===== config.mk =====
export PLATFORM = sky130hd
export DESIGN_NAME = alu_muldiv_seq
export DESIGN_NICKNAME = d
export VERILOG_FILES = /design/src/rtl/alu_pkg.sv /design/src/rtl/alu_muldiv_seq.sv
export SDC_FILE = /design/constraint.sdc
export NUM_CORES = 1
export LEC_CHECK = 0
export ABC_AREA = 0
export CORE_ASPECT_RATIO = 2
export CORE_MARGIN = 3
export CORE_UTILIZATION = 44
export DETAILED_ROUTE_END_ITERATION = 10
export HOLD_SLACK_MARGIN = 0.03
export PLACE_DENSITY = 0.84
export SETUP_SLACK_MARGIN = 0.2
export SLEW_MARGIN = 40
export SYNTH_ARGS = -nofsm -noshare
export SYNTH_HDL_FRONTEND = slang
export SYNTH_SLANG_ARGS = --single-unit

===== constraint.sdc =====
create_clock -name clk -period 2.1 [get_ports clk]
set_input_delay 0.42 -clock clk [delete_from_list [all_inputs] [get_ports clk]]
set_output_delay 0.42 -clock clk [all_outputs]
set_load 0.03 [all_outputs]

===== src/rtl/alu_pkg.sv =====
// Shared ALU encodings and sequencer state type used by the execute-stage
// multiply/divide sequencer and the ALU input mux.
package alu_pkg;

  localparam logic [1:0] ALU_ADD = 2'b00;
  localparam logic [1:0] ALU_SUB = 2'b01;
  localparam logic [1:0] ALU_AND = 2'b10;
  localparam logic [1:0] ALU_ORR = 2'b11;

  localparam int FLAG_N = 3;
  localparam int FLAG_Z = 2;
  localparam int FLAG_C = 1;
  localparam int FLAG_V = 0;

  localparam logic OP_MUL = 1'b0;
  localparam logic OP_DIV = 1'b1;

  typedef enum logic [1:0] {
    IDLE = 2'd0,
    RUN  = 2'd1,
    DONE = 2'd2
  } state_t;

endpackage


===== src/rtl/alu_muldiv_seq.sv =====
// Iterative 32x32 unsigned multiply / 32/32 unsigned divide that borrows the
// shared ALU: ADD for shift-add multiply, SUB for restoring division.
module alu_muldiv_seq
  import alu_pkg::*;
(
  input  logic        clk,
  input  logic        reset,
  input  logic        start,
  input  logic        op,
  input  logic [31:0] a,
  input  logic [31:0] b,
  output logic        busy,
  output logic        done,
  output logic        dz,
  output logic [31:0] result_lo,
  output logic [31:0] result_hi,
  output logic [1:0]  alu_ctrl,
  output logic [31:0] alu_a,
  output logic [31:0] alu_b,
  input  logic [31:0] alu_result,
  input  logic [3:0]  alu_flags
);

  state_t      state, state_next;
  logic [31:0] hi, lo, opnd;
  logic [4:0]  cnt;
  logic        op_r;
  logic [31:0] hi_next, lo_next;
  logic        carry, ok;
  logic        accept, div_zero;
  logic        last_iter;
  logic        unused_flags;

  assign unused_flags = ^{alu_flags[FLAG_N], alu_flags[FLAG_Z], alu_flags[FLAG_V]};

  assign accept    = (state == IDLE) && start;
  assign div_zero  = (op == OP_DIV) && (b == 32'd0);
  assign last_iter = (state == RUN) && (cnt == 5'd31);

  always_ff @(posedge clk) begin
    if (reset) state <= IDLE;
    else       state <= state_next;
  end

  always_comb begin
    state_next = state;
    case (state)
      IDLE:    if (start) state_next = div_zero ? DONE : RUN;
      RUN:     if (cnt == 5'd31) state_next = DONE;
      DONE:    state_next = IDLE;
      default: state_next = IDLE;
    endcase
  end

  // ALU operands are only driven while iterating; idle/done present zeros.
  always_comb begin
    busy     = (state != IDLE);
    done     = (state == DONE);
    alu_ctrl = ALU_ADD;
    alu_a    = 32'd0;
    alu_b    = 32'd0;
    if (state == RUN) begin
      if (op_r == OP_MUL) begin
        alu_ctrl = ALU_ADD;
        alu_a    = hi;
        alu_b    = lo[0] ? opnd : 32'd0;
      end else begin
        alu_ctrl = ALU_SUB;
        alu_a    = {hi[30:0], lo[31]};
        alu_b    = opnd;
      end
    end
  end

  // hi[31] set means the shifted partial remainder is 33 bits wide, so it
  // always exceeds the divisor even though the ALU borrow says otherwise.
  always_comb begin
    carry = alu_flags[FLAG_C];
    ok    = carry | hi[31];
    if (op_r == OP_MUL) begin
      {hi_next, lo_next} = {carry, alu_result, lo[31:1]};
    end else begin
      hi_next = ok ? alu_result : alu_a;
      lo_next = {lo[30:0], ok};
    end
  end

  always_ff @(posedge clk) begin
    if (reset) begin
      hi        <= 32'd0;
      lo        <= 32'd0;
      opnd      <= 32'd0;
      cnt       <= 5'd0;
      op_r      <= OP_MUL;
      dz        <= 1'b0;
      result_lo <= 32'd0;
      result_hi <= 32'd0;
    end else if (accept) begin
      hi   <= 32'd0;
      lo   <= (op == OP_MUL) ? b : a;
      opnd <= (op == OP_MUL) ? a : b;
      cnt  <= 5'd0;
      op_r <= op;
      dz   <= div_zero;
      if (div_zero) begin
        result_lo <= 32'hFFFF_FFFF;
        result_hi <= a;
      end
    end else if (state == RUN) begin
      hi  <= hi_next;
      lo  <= lo_next;
      cnt <= cnt + 5'd1;
      if (last_iter) begin
        result_lo <= lo_next;
        result_hi <= hi_next;
      end
    end
  end

endmodule

==> results_dict.tcl <==
set metrics [dict create \
    path_delay_family "simple AND/OR/NAND/NOR gates" \
    power_frac_clock 0.371 \
    worstPathCellList "nand2b_4 > nor2_4 > buf_12 > buf_8 > and2_4 > buf_6" \
    cts_tree "built" \
    hold_viol_final 0 \
    ios 237 \
    cp.required_ns 1.68 \
    ant_nets 0 \
    postLayoutCoreUtil 0.701 \
    synth-main-ff-cell "dfxtp_1" \
    worstMarginPinSlew_ns 0.692 \
    hold_path.class "in -> reg" \
    nets 1383 \
    yosysTopAreaCell "dfxtp_1" \
    seqPwrFrac 0.419 \
    cts_buffer_depth 2 \
    die_w_um 106 \
    crit_path_start_kind "flop" \
    maxCapViolations 0 \
    placed_area_sq_um 11700 \
    grt_setup_unrepaired "yes" \
    clock_sinks 169 \
    drive_above_1_share 0.283 \
    power_switching_mw 2.51 \
    synth-seq-cells 169 \
    highest_layer "met4" \
    synthesis.area_sq_um 8770 \
    start_util 0.450 \
    status "complete, no violations" \
    synth-async-reset-ratio 0 \
    gp_congestion 0.892 \
    combPwrFrac 0.209 \
    dp_hpwl_um 21400 \
    synth_nets 1113 \
    drc_errors 0 \
    wl_met1_um 11700 \
    vdd_ir_drop_max_mv 0.547 \
    power-per-cell-area_nw_per_um2 613 \
    crit_type "reg -> out" \
    clk_latency_ns 0.43 \
    synth_edf_count 0 \
    clk_pin_slew_ns 0.07 \
    cp_num_buf_inv 3 \
    htree_levels 4 \
    synth_common_cells "169 x dfxtp_1, 140 x nor2_1, 126 x mux2i_1" \
    synth_cell_type_count 42 \
    yosysMostFrequentCell "dfxtp_1" \
    fin_crit_ns 2.05 \
    p_sw_frac 0.300 \
    vias_per_cell 5.90 \
    synth_area_leaders "dfxtp_1 39%, mux2i_1 14%, nor2_1 6.0%" \
    crit_arrival_ns 1.63 \
    setup_viol 0 \
    cts-root-buf "clkbuf_16" \
    fin_skew_ns 0.0107 \
    finalCritPeriodShare 0.975 \
    antenna_found_initial 3 \
    numCtsBuffers 17 \
    die-area_sq_um 21800 \
    cpMaxStageDelayCell "dfxtp_4" \
    dr_wl_met3_um 1670 \
    wire_per_inst_um 21.2 \
    path_max_fanout 8 \
    ys_seq_area_frac 0.386 \
    p_leak_nw 6.14 \
    coreArea_sq_um 19500 \
    synthCells 1007 \
    slew_headroom 0.539 \
    vias 9153 \
    critPathMaxStageDelay_ns 0.34 \
    rows 72 \
    syn_avg_cell_area_sq_um 8.70 \
    internal_power_mw 5.85 \
    die_h_um 206 \
    area_growth_pct 55.6 \
    grt_max_degree 99 \
    fin_area_sq_um 13600 \
    drt_first_pass_iters 8 \
    synth_top_area_frac 0.386 \
    routed_wirelength_um 32900 \
    grt_overflow 0 \
    grt_pass1_wl_um 48600 \
    max_freq_mhz 488 \
    wl_met2_um 17000 \
    grt_pass1_vias 9074 \
    grtUsageTotal 0.283 \
    slew_violations 0 \
    port_buffers 232 \
    cp-end-kind "output port" \
    drtIter0Drc 721 \
    synth_warnings 0 \
]
per-stage QoR:
step / instances / hold slack (ns) / total power, mW / worst slack, ns / TNS [ns]
4_1_cts: 1529 / 0.345 / 8.29 / 0.0557 / 0
6_report: 1551 / 0.363 / 8.36 / 0.0516 / 0
5_1_grt: 1551 / 0.384 / 8.64 / -0.0287 / -0.0573
3_3_place_gp: 1471 / 0.447 / 5.03 / -0.574 / -37.02
2_1_floorplan: 1007 / 0.441 / 4.43 / 0.208 / 0
3_5_place_dp: 1473 / 0.452 / 5.07 / -0.605 / -35.74
flip-flops by register name (all words and copies together), names as in the netlist:
register,cells
state,2
lo,32
cnt,5
hi,32
op_r,1
dz,1
opnd,32
result_hi,32
result_lo,32
cells in the final DEF, fill, tap and decap left out, drive strengths merged, types with 8 or more instances in the layout:
master           n
a211o           30
a211oi          68
a21oi           69
a222oi          30
and2            34
buf            188
clkbuf          36
clkdlybuf4s50   80
dfxtp          169
dlygate4sd2     19
dlymetal6s2s    40
inv              8
mux2            29
mux2i          126
nand2           75
nand2b          31
nor2           140
nor4             8
o211ai          29
o21a            33
area by class of cell:
class	instances	area (sq um)
Antenna cell	3	7.51
Clock buffer	18	429
Clock inverter	13	139
Fill cell	1417	5820
Inverter	2	7.51
Multi-Input combinational cell	736	5550
Sequential cell	169	3390
Tap cell	259	324
Timing Repair Buffer	351	3780
path summary, 6_finish.rpt:
kind / slack (ns) / start / depth (start not counted) / end
min reg2reg: 0.46 / dz / 2 / dz
max: 0.05 / state[1] / 6 / alu_b[2]
max reg2reg: 0.06 / state[1] / 9 / result_hi[9]
min: 0.36 / reset / 2 / state[0]
timing repair:
action / CTS / global route
cloned: 9 / 3
resized for setup: 221 / 130
hold buffers: 0 / 0
buffers inserted: 16 / 16
setup endpoints to repair: 154 / 198
pin swaps: 54 / 46
metal layers:
metal | GRT usage | vias to the layer above
li1 | - | 4220
met1 | 0.301 | 4346
met2 | 0.499 | 454
met3 | 0.0421 | 133
met4 | 0.215 | 0
met5 | 0 | -
power by group through the flow:
stage	clock network, mW	registers, mW	logic, mW
6_report	3.10	3.50	1.75
5_1_grt	3.25	3.52	1.87
4_1_cts	3.13	3.49	1.66
3_5_place_dp	0	3.55	1.51
3_3_place_gp	0	3.55	1.48
2_1_floorplan	0	3.51	0.916
worst reg2reg max path: cells and delay by family (launching register included):
family / cells / cell delay, ns
AND/OR/NAND/NOR: 2 / 0.47
AO/OA/AOI/OAI: 2 / 0.39
multiplexers: 1 / 0.15
buffers and inverters: 4 / 0.61
flip-flops: 1 / 0.34
logic make-up (layout without fill, tap and decap cells):
group                    after synthesis  count (layout)  share of synthesized area
other                                  1               4                   0.000428
multiplexers                         155             155                      0.181
AND/OR/NAND/NOR                      307             307                      0.159
buffers and inverters                102             384                     0.0451
adder cells (fa/ha/maj)                2               2                    0.00285
flip-flops                           169             169                      0.386
XOR/XNOR                               3               3                    0.00300
AO/OA/AOI/OAI                        268             268                      0.223
Note: power is estimated with default switching activity, not from simulation.
